<file path="config.mk">
export PLATFORM = sky130hd
export DESIGN_NAME = sram_arbiter
export DESIGN_NICKNAME = d
export VERILOG_FILES = /design/src/rtl/sram_arbiter_pkg.sv /design/src/rtl/rr_arbiter.sv /design/src/rtl/sram_arbiter.sv
export SDC_FILE = /design/constraint.sdc
export NUM_CORES = 1
export LEC_CHECK = 0
export ABC_CLOCK_PERIOD_IN_PS = 4900
export BUFFER_PORTS_ARGS = -buffer_cell sky130_fd_sc_hd__buf_4
export CAP_MARGIN = 40
export CORE_ASPECT_RATIO = 0.7
export CORE_UTILIZATION = 40
export DETAILED_ROUTE_END_ITERATION = 8
export PLACE_DENSITY = 0.74
export SLEW_MARGIN = 20
export SYNTH_ARGS = -nofsm -noshare
export SYNTH_HDL_FRONTEND = slang
export SYNTH_SLANG_ARGS = --single-unit
</file>
<file path="constraint.sdc">
create_clock -name pclk -period 4.9 [get_ports pclk]
set_clock_uncertainty 0.1 [all_clocks]
set_input_delay 0.245 -clock pclk [delete_from_list [all_inputs] [get_ports pclk]]
set_output_delay 0.245 -clock pclk [all_outputs]
set_load 0.01 [all_outputs]
</file>
<file path="src/rtl/sram_arbiter_pkg.sv">
// Shared SRAM bus constants and arbiter state encoding.
package sram_arbiter_pkg;
  localparam int SRAM_AW = 19;
  localparam int SRAM_DW = 16;

  typedef enum logic [1:0] {
    ST_IDLE  = 2'd0,
    ST_READ  = 2'd1,
    ST_WRITE = 2'd2,
    ST_TURN  = 2'd3
  } arb_state_e;
endpackage

</file>
<file path="src/rtl/rr_arbiter.sv">
// Combinational round-robin picker: first set request searching from ptr+1, wrapping.
module rr_arbiter #(
  parameter  int N  = 4,
  localparam int IW = (N > 1) ? $clog2(N) : 1
) (
  input  logic [N-1:0]  req,
  input  logic [IW-1:0] ptr,
  output logic [N-1:0]  gnt,
  output logic [IW-1:0] idx,
  output logic          any
);
  logic [IW-1:0] p;

  always_comb begin
    gnt = '0;
    idx = '0;
    any = 1'b0;
    p   = '0;
    for (int i = 1; i <= N; i++) begin
      p = IW'((int'(ptr) + i) % N);
      if (!any && req[p]) begin
        any    = 1'b1;
        idx    = p;
        gnt[p] = 1'b1;
      end
    end
  end
endmodule

</file>
<file path="src/rtl/sram_arbiter.sv">
// Round-robin sharing of one SRAM local bus between NREQ requesters, with
// read->write turnaround and read-data routing back to the issuing port.
module sram_arbiter
  import sram_arbiter_pkg::*;
#(
  parameter  int NREQ         = 4,
  parameter  int READ_LATENCY = 2,
  parameter  int AW           = SRAM_AW,
  parameter  int DW           = SRAM_DW,
  localparam int IW           = $clog2(NREQ)
) (
  input  logic                      pclk,
  input  logic                      resetn,
  input  logic [NREQ-1:0]           req_valid,
  input  logic [NREQ-1:0]           req_we,
  input  logic [NREQ-1:0][1:0]      req_be,
  input  logic [NREQ-1:0][AW-1:0]   req_addr,
  input  logic [NREQ-1:0][DW-1:0]   req_wdata,
  output logic [NREQ-1:0]           req_ready,
  output logic [NREQ-1:0]           rsp_valid,
  output logic [DW-1:0]             rsp_data,
  output logic                      lower_byte,
  output logic                      upper_byte,
  output logic                      write_enable,
  output logic [AW-1:0]             address,
  output logic [DW-1:0]             write_data,
  input  logic [DW-1:0]             read_data
);
  arb_state_e state, state_nxt;
  logic [IW-1:0]   ptr, win_idx;
  logic [NREQ-1:0] win_oh;
  logic            win_any, win_we, turn_block, accept;

  // Read tags: stage 0 loads on the accept edge; the tail lines up with valid read_data.
  logic [READ_LATENCY:0]         vld_pipe;
  logic [READ_LATENCY:0][IW-1:0] id_pipe;

  rr_arbiter #(.N(NREQ)) u_rr (
    .req (req_valid),
    .ptr (ptr),
    .gnt (win_oh),
    .idx (win_idx),
    .any (win_any)
  );

  always_comb begin
    win_we     = req_we[win_idx];
    turn_block = (state == ST_READ) && win_we;
    accept     = resetn && win_any && (state != ST_TURN) && !turn_block;
    req_ready  = accept ? win_oh : '0;
    state_nxt  = ST_IDLE;
    if (accept)                  state_nxt = win_we ? ST_WRITE : ST_READ;
    else if (win_any && turn_block) state_nxt = ST_TURN;
  end

  always_ff @(posedge pclk or negedge resetn) begin
    if (!resetn) state <= ST_IDLE;
    else         state <= state_nxt;
  end

  // Bus registers: address/data hold when idle so the bus does not toggle needlessly.
  always_ff @(posedge pclk or negedge resetn) begin
    if (!resetn) begin
      ptr          <= IW'(NREQ - 1);
      write_enable <= 1'b0;
      lower_byte   <= 1'b0;
      upper_byte   <= 1'b0;
      address      <= '0;
      write_data   <= '0;
    end else if (accept) begin
      ptr          <= win_idx;
      write_enable <= win_we;
      lower_byte   <= req_be[win_idx][0];
      upper_byte   <= req_be[win_idx][1];
      address      <= req_addr[win_idx];
      write_data   <= req_wdata[win_idx];
    end else begin
      write_enable <= 1'b0;
      lower_byte   <= 1'b0;
      upper_byte   <= 1'b0;
    end
  end

  always_ff @(posedge pclk or negedge resetn) begin
    if (!resetn) begin
      vld_pipe  <= '0;
      id_pipe   <= '0;
      rsp_valid <= '0;
      rsp_data  <= '0;
    end else begin
      vld_pipe  <= {vld_pipe[READ_LATENCY-1:0], accept && !win_we};
      id_pipe   <= {id_pipe[READ_LATENCY-1:0], win_idx};
      rsp_valid <= '0;
      if (vld_pipe[READ_LATENCY]) begin
        rsp_valid[id_pipe[READ_LATENCY]] <= 1'b1;
        rsp_data                         <= read_data;
      end
    end
  end
endmodule
</file>
After elaboration in Yosys (flattened, before gate mapping) --
Cells that the tools add are included.
Storage, ports and cells: register bits 71, input bits 174, output and inout bits 62
Operators by class: muxes and demuxes 46, equality and inequality tests 2, reduce and logical (&&, ||, !) cells 19, bitwise operators 3, $add $sub $neg 4, $lt $le $gt $ge 11
Operator list (number):
- 19-bit binary-select mux with 2-bit select | 1
- 16-bit binary-select mux with 2-bit select | 1
- 4-bit two-way mux | 6
- 19-bit two-way mux | 1
- 2-bit by 3-bit < comparator with 1-bit output, second input constant | 6
- 1-bit two-way mux | 17
- 16-bit two-way mux | 1
- 2-bit two-way mux | 8
- 1-bit logical AND | 14
- 4-bit OR | 3
- 1-bit binary-select mux with 2-bit select | 5
- 1-bit demux with 2-bit select | 5
- 2-bit by 1-bit greater-or-equal comparator with 1-bit output, second input constant | 5
- 1-bit zero test | 5
- 2-bit by 1-bit adder with 2-bit output, second input constant | 2
- 2-bit adder, second input constant | 2
- 2-bit binary-select mux with 2-bit select | 1
- 2-bit by 1-bit equality test with 1-bit output, second input constant | 1
- 2-bit inequality test, second input constant | 1

Logic depth before layout (Yosys ltp) --
word-level depth 19, gate-level depth with buffers 14, mapped depth without buffers 9

Hierarchy --
A second synthesis with hierarchy kept.
Second synthesis, totals: cell total of the unflattened synthesis 288, area, all modules 4189.0 µm²
Modules (own cells, without submodules):
- sram_arbiter | cells each 202, times used 1, area an instance 3559.7 µm²
- rr_arbiter | cells each 86, times used 1, area an instance 629.4 µm²

Worst setup path after synthesis --
No wires, ideal clock.
kind reg2reg, from reg ptr[0], to reg address[0], arrival time 3527 ps, required time 4673 ps, setup slack 1146 ps, cell stages (with the launch flop) 14, cell sequence dfstp_2 > buf_4 > buf_1 > inv_1 > ha_1 > mux4_2 > nor2b_2 > or2_2 > o21ai_2 > buf_4 > buf_4 > mux2i_1 > mux2i_1 > mux2_1
On the way: word-level cells in the longest chain between the ends 18, elaborated cells on any way between the ends 35, classes of those cells add/sub: 4; mux: 20; reduce/logical: 11
Ends and longest elaborated chain:
- from (decl) | RTL line sram_arbiter.sv:30 | logic [IW-1:0] ptr, win_idx;
- from (signal assigned) | RTL line sram_arbiter.sv:64 | ptr <= IW'(NREQ - 1);
- from (signal assigned) | RTL line sram_arbiter.sv:71 | ptr <= win_idx;
- 2-bit by 1-bit adder with 2-bit output | RTL line rr_arbiter.sv:20 | p = IW'((int'(ptr) + i) % N);
- 1-bit binary-select mux with 2-bit select | RTL line rr_arbiter.sv:21 | if (!any && req[p]) begin
- 1-bit two-way mux (implied by the code) | RTL line rr_arbiter.sv:21
- 1-bit two-way mux | RTL line rr_arbiter.sv:21
- 1-bit zero test | RTL line rr_arbiter.sv:21
- 1-bit logical AND | RTL line rr_arbiter.sv:21
- 1-bit two-way mux | RTL line rr_arbiter.sv:21
- 1-bit zero test | RTL line rr_arbiter.sv:21
- [... 2 more ...]
- 1-bit zero test | RTL line rr_arbiter.sv:21
- 1-bit logical AND | RTL line rr_arbiter.sv:21
- 2-bit two-way mux | RTL line rr_arbiter.sv:21
- 1-bit binary-select mux with 2-bit select | RTL line sram_arbiter.sv:47 | win_we = req_we[win_idx];
- 1-bit two-way mux (implied by the code) | RTL line sram_arbiter.sv:47
- 1-bit logical AND | RTL line sram_arbiter.sv:48 | turn_block = (state == ST_READ) && win_we;
- 1-bit zero test | RTL line sram_arbiter.sv:49 | accept = resetn && win_any && (state != ST_TURN) && !turn_block;
- 1-bit logical AND | RTL line sram_arbiter.sv:49
- to (signal assigned) | RTL line sram_arbiter.sv:75 | address <= req_addr[win_idx];
- to (decl) | RTL line sram_arbiter.sv:25 | output logic [AW-1:0] address,
Parallel ways exist; a longest one is shown, timed or not. The select of a mux whose other input is x is not followed. A chain may end at the register's enable or synchronous reset.

Final worst setup path --
from reg ptr[0], to reg write_data[9]
On the way: word-level cells in the longest chain between the ends 18, elaborated cells on any way between the ends 35, classes of those cells add/sub: 4; mux: 20; reduce/logical: 11
Ends and longest elaborated chain:
- 2-bit by 1-bit adder with 2-bit output | RTL line rr_arbiter.sv:20
- 1-bit binary-select mux with 2-bit select | RTL line rr_arbiter.sv:21
- 1-bit two-way mux (implied by the code) | RTL line rr_arbiter.sv:21
- 1-bit two-way mux | RTL line rr_arbiter.sv:21
- 1-bit zero test | RTL line rr_arbiter.sv:21
- 1-bit logical AND | RTL line rr_arbiter.sv:21
- 1-bit two-way mux | RTL line rr_arbiter.sv:21
- 1-bit zero test | RTL line rr_arbiter.sv:21
- [... 2 more ...]
- 1-bit zero test | RTL line rr_arbiter.sv:21
- 1-bit logical AND | RTL line rr_arbiter.sv:21
- 2-bit two-way mux | RTL line rr_arbiter.sv:21
- 1-bit binary-select mux with 2-bit select | RTL line sram_arbiter.sv:47
- 1-bit two-way mux (implied by the code) | RTL line sram_arbiter.sv:47
- 1-bit logical AND | RTL line sram_arbiter.sv:48
- 1-bit zero test | RTL line sram_arbiter.sv:49
- 1-bit logical AND | RTL line sram_arbiter.sv:49
- to (signal assigned) | RTL line sram_arbiter.sv:76 | write_data <= req_wdata[win_idx];
- to (decl) | RTL line sram_arbiter.sv:26 | output logic [DW-1:0] write_data,
Parallel ways exist; a longest one is shown, timed or not. The select of a mux whose other input is x is not followed.

==> flow_metrics.py <==
metrics = {
    "status": {
        "status": "finished clean",
    },
    "detailed_routing": {
        "first_pass_iters": 4,
        "final_antenna_net_count": 0,
        "via_per_inst": 5.065,
        "wl_per_cell_um": 16.22,
        "detail_route.wirelength_um": 11940,
        "vias": 3728,
        "detail_route.drc_violations": 0,
        "initialDrtViolationCount": 74,
    },
    "timing": {
        "achievable-frequency_mhz": 234.0,
        "final_report_max_slew_violation_count": 0,
        "tns_ns": 0,
        "timing.final.ws_setup_ns": 0.6262,
        "min_period_over_period_pct": 87.22,
        "finalHoldViolCount": 0,
        "worstMarginPinSlew_ns": 0.7684,
        "post-route-min-period_ns": 4.274,
        "setup-violations-final": 0,
        "slew-limit-headroom_pct": 48.77,
        "rsz0062_at_grt": "no",
    },
    "worst_setup_path": {
        "crit_arrival_ns": 4.38,
        "setup.worst_path.end_class": "register",
        "worst-r2r-cell-count": 10,
        "worstSetupPathDepth": 10,
        "cpMostUsedCell": "mux2i_1",
        "critical-path-top-delay-family": "multiplexers",
        "crit_required_ns": 5.00,
        "critical_path.cell_chain": "inv_1, ha_1, mux4_2, nor2b_2, or2_2, o21ai_4, buf_4, mux2i_1, mux2i_1, mux2_1",
        "worstPathBufferInverterCount": 2,
        "critical_path.max_stage_delay_ns": 0.88,
        "critPathKind": "reg -> reg",
        "worst_path_max_delay_cell": "dfstp_2",
        "worstSetupStartpointType": "register",
        "critical_path.max_fanout": 24,
    },
    "logic_synthesis": {
        "postSynthCellCount": 350,
        "synthesis.area_mm2": 0.004449,
        "synth_area_leaders": "dfrtp_1 39%, mux2i_1 26%, mux2_4 7.1%, mux2_2 5.1%, mux2_1 2.5%",
        "synth_largest_type_area_fraction_pct": 38.81,
        "seq_area_frac_synth_pct": 39.99,
        "number_of_register_bits_inferred_by_synthesis": 71,
        "synth_nets": 532,
        "synth.largest_area_cell": "dfrtp_1",
        "async_flop_share_pct": 100.0,
        "synth_ff_type": "dfrtp_1",
        "synth_warnings": 0,
        "ys_types": 53,
        "synth_enable_flop_cells": 0,
        "syn_area_per_cell_um2": 12.71,
    },
    "final_layout": {
        "design.final.nets": 765,
        "area.growth.synth_to_final_pct": 49.47,
        "layout.cells.most_common": "buf_4",
        "num_antenna_cells": 0,
        "final_core_util_pct": 62.80,
        "mostFrequentLayoutCells": "241 x buf_4, 116 x mux2i_1, 69 x dfrtp_1",
        "share_of_layout_cells_above_drive_strength_1_pct": 54.25,
    },
    "clock_tree": {
        "htree_levels": 3,
        "clockRootBuffer": "clkbuf_16",
        "cts_num_sinks": 71,
        "path_clk_slew_ns": 0.06,
        "skew_pair_late_insertion_delay_ns": 0.32,
        "ctsLongestPathBuffers": 2,
        "cts_inserted_buffers": 9,
        "cts_tree": "yes",
    },
    "floorplanning": {
        "core_area_mm2": 0.01059,
        "fp.dieArea_mm2": 0.01156,
        "die-height_um": 90.24,
        "floorplan.io_pins": 236,
        "dieWidth_um": 128.1,
        "floorplan.initialDensity_pct": 42.02,
        "num_rows": 31,
    },
    "grt": {
        "global_route.overflow_total": 0,
        "via_count_of_the_first_global_routing_pass": 3867,
        "groute.usage.overall_pct": 20.80,
        "number_of_antenna_violations_at_the_first_check_in_global_routing": 0,
        "grt_first_pass_wirelength_um": 18820,
        "maximum_number_of_pins_on_one_net_before_global_route_repair": 47,
    },
    "place": {
        "post-place-ws_ns": 0.6308,
        "gp_routability_congestion": 0.8520,
        "half_perimeter_wire_length_of_the_detailed_placement_result_um": 9134,
        "portBuffers": 235,
    },
    "run": {
        "max_cap_violations": 0,
    },
    "power": {
        "cellPowerDensity_mw_per_mm2": 738.4,
        "p_leak_uw": 0.003425,
        "power.ir.vdd_worst_mv": 0.4228,
    },
    "min_path": {
        "hold_depth": 2,
        "worst_min_delay_path_category": "in -> reg",
    },
}
## Yosys cell counts (2+ instances only)
| cell type | number |
|---|---|
| a311oi_1 | 2 |
| and3_1 | 2 |
| dfstp_2 | 2 |
| mux4_2 | 3 |
| buf_2 | 3 |
| mux2i_1 | 116 |
| mux2_4 | 21 |
| clkbuf_1 | 7 |
| ha_1 | 8 |
| a21oi_1 | 2 |
| buf_6 | 8 |
| a2111oi_4 | 2 |
| nor2b_1 | 3 |
| or2_2 | 2 |
| mux2_2 | 20 |
| inv_1 | 4 |
| dfrtp_1 | 69 |
| o21ai_0 | 3 |
| a22oi_1 | 4 |
| nand2_1 | 8 |
| a211oi_1 | 2 |
| a221oi_1 | 4 |
| and2_1 | 2 |
| nor2_1 | 13 |
| buf_4 | 3 |
| mux2_1 | 10 |
## registers in the layout, summed over array words and instances (netlist names)
signal        flops
write_enable      1
upper_byte        1
id_pipe           6
vld_pipe          3
address          19
rsp_valid         4
state             2
lower_byte        1
write_data       16
ptr               2
rsp_data         16
## logic make-up after synthesis
logic type | share of synthesized area, %
buffers and inverters | 4.077
muxes | 42.29
adders and majority gates | 2.250
DFF | 39.99
and+or+nand+nor | 4.978
xor gates and xnor gates | 0.1969
AOI/OAI and AO/OA | 6.215
## path summary, 6_finish.rpt
kind | from | end | slack, ns
min in group asynchronous | resetn | rsp_data[0]$_DFFE_PN0P_ | 0.41
worst max-delay path | ptr[0]$_DFFE_PN1P_ | write_data[9]$_DFFE_PN0P_ | 0.63
max in group asynchronous | resetn | ptr[1]$_DFFE_PN1P_ | 3.68
worst min register to register | vld_pipe[1]$_DFF_PN0_ | vld_pipe[2]$_DFF_PN0_ | 0.25
worst max register to register | ptr[0]$_DFFE_PN1P_ | write_data[9]$_DFFE_PN0P_ | 0.63
worst min-delay path | read_data[2] | rsp_data[2]$_DFFE_PN0P_ | 0.05
## power by group
group          switching [uW]  total (uW)  internal, uW
sequential                214        1110           898
clock                     249         607           358
combinational            1470        3190          1720
## metal layers
metal / up-vias / track usage (%) / wire length, um
li1: 1764 / - / -
met3: 21 / 6.190 / 912
met5: - / 0 / 0
met1: 1771 / 24.57 / 4893
met2: 172 / 35.60 / 5902
met4: 0 / 7.549 / 228
## timing repair
action                                  CTS  global route
endpoints found under the setup margin    0             0
hold buffers                              1             0
endpoints found under the hold margin    28             0
gates resized for setup                   0             0
setup buffers                             0             0
## stage by stage
stage | instances | instance area (um^2) | total power, uW | hold WS [ns]
6_report | 736 | 6650 | 4910 | 0.04980
5_1_grt | 736 | 6650 | 5249 | 0.03267
4_1_cts | 735 | 6643 | 4964 | 0.03522
3_5_place_dp | 718 | 6350 | 4335 | 0.2115
3_3_place_gp | 717 | 6322 | 4227 | 0.2321
2_1_floorplan | 350 | 4449 | 3454 | -0.1506
## worst register-to-register path, stage by stage, from the launching register on
cell and delay, ns:
dfstp_2 0.88, inv_1 0.20, ha_1 0.41, mux4_2 0.36
nor2b_2 0.21, or2_2 0.35, o21ai_4 0.54, buf_4 0.45
mux2i_1 0.26, mux2i_1 0.09, mux2_1 0.30
## cell type report
class / count / area [um^2]
Clock buffer: 10 / 239.0
Clock inverter: 6 / 43.79
Fill cell: 870 / 3939
Inverter: 5 / 18.77
Multi-Input combinational cell: 251 / 2510
Sequential cell: 71 / 1779
Tap cell: 148 / 185.2
Timing Repair Buffer: 245 / 1874
Note: power is estimated with default switching activity, not from simulation.
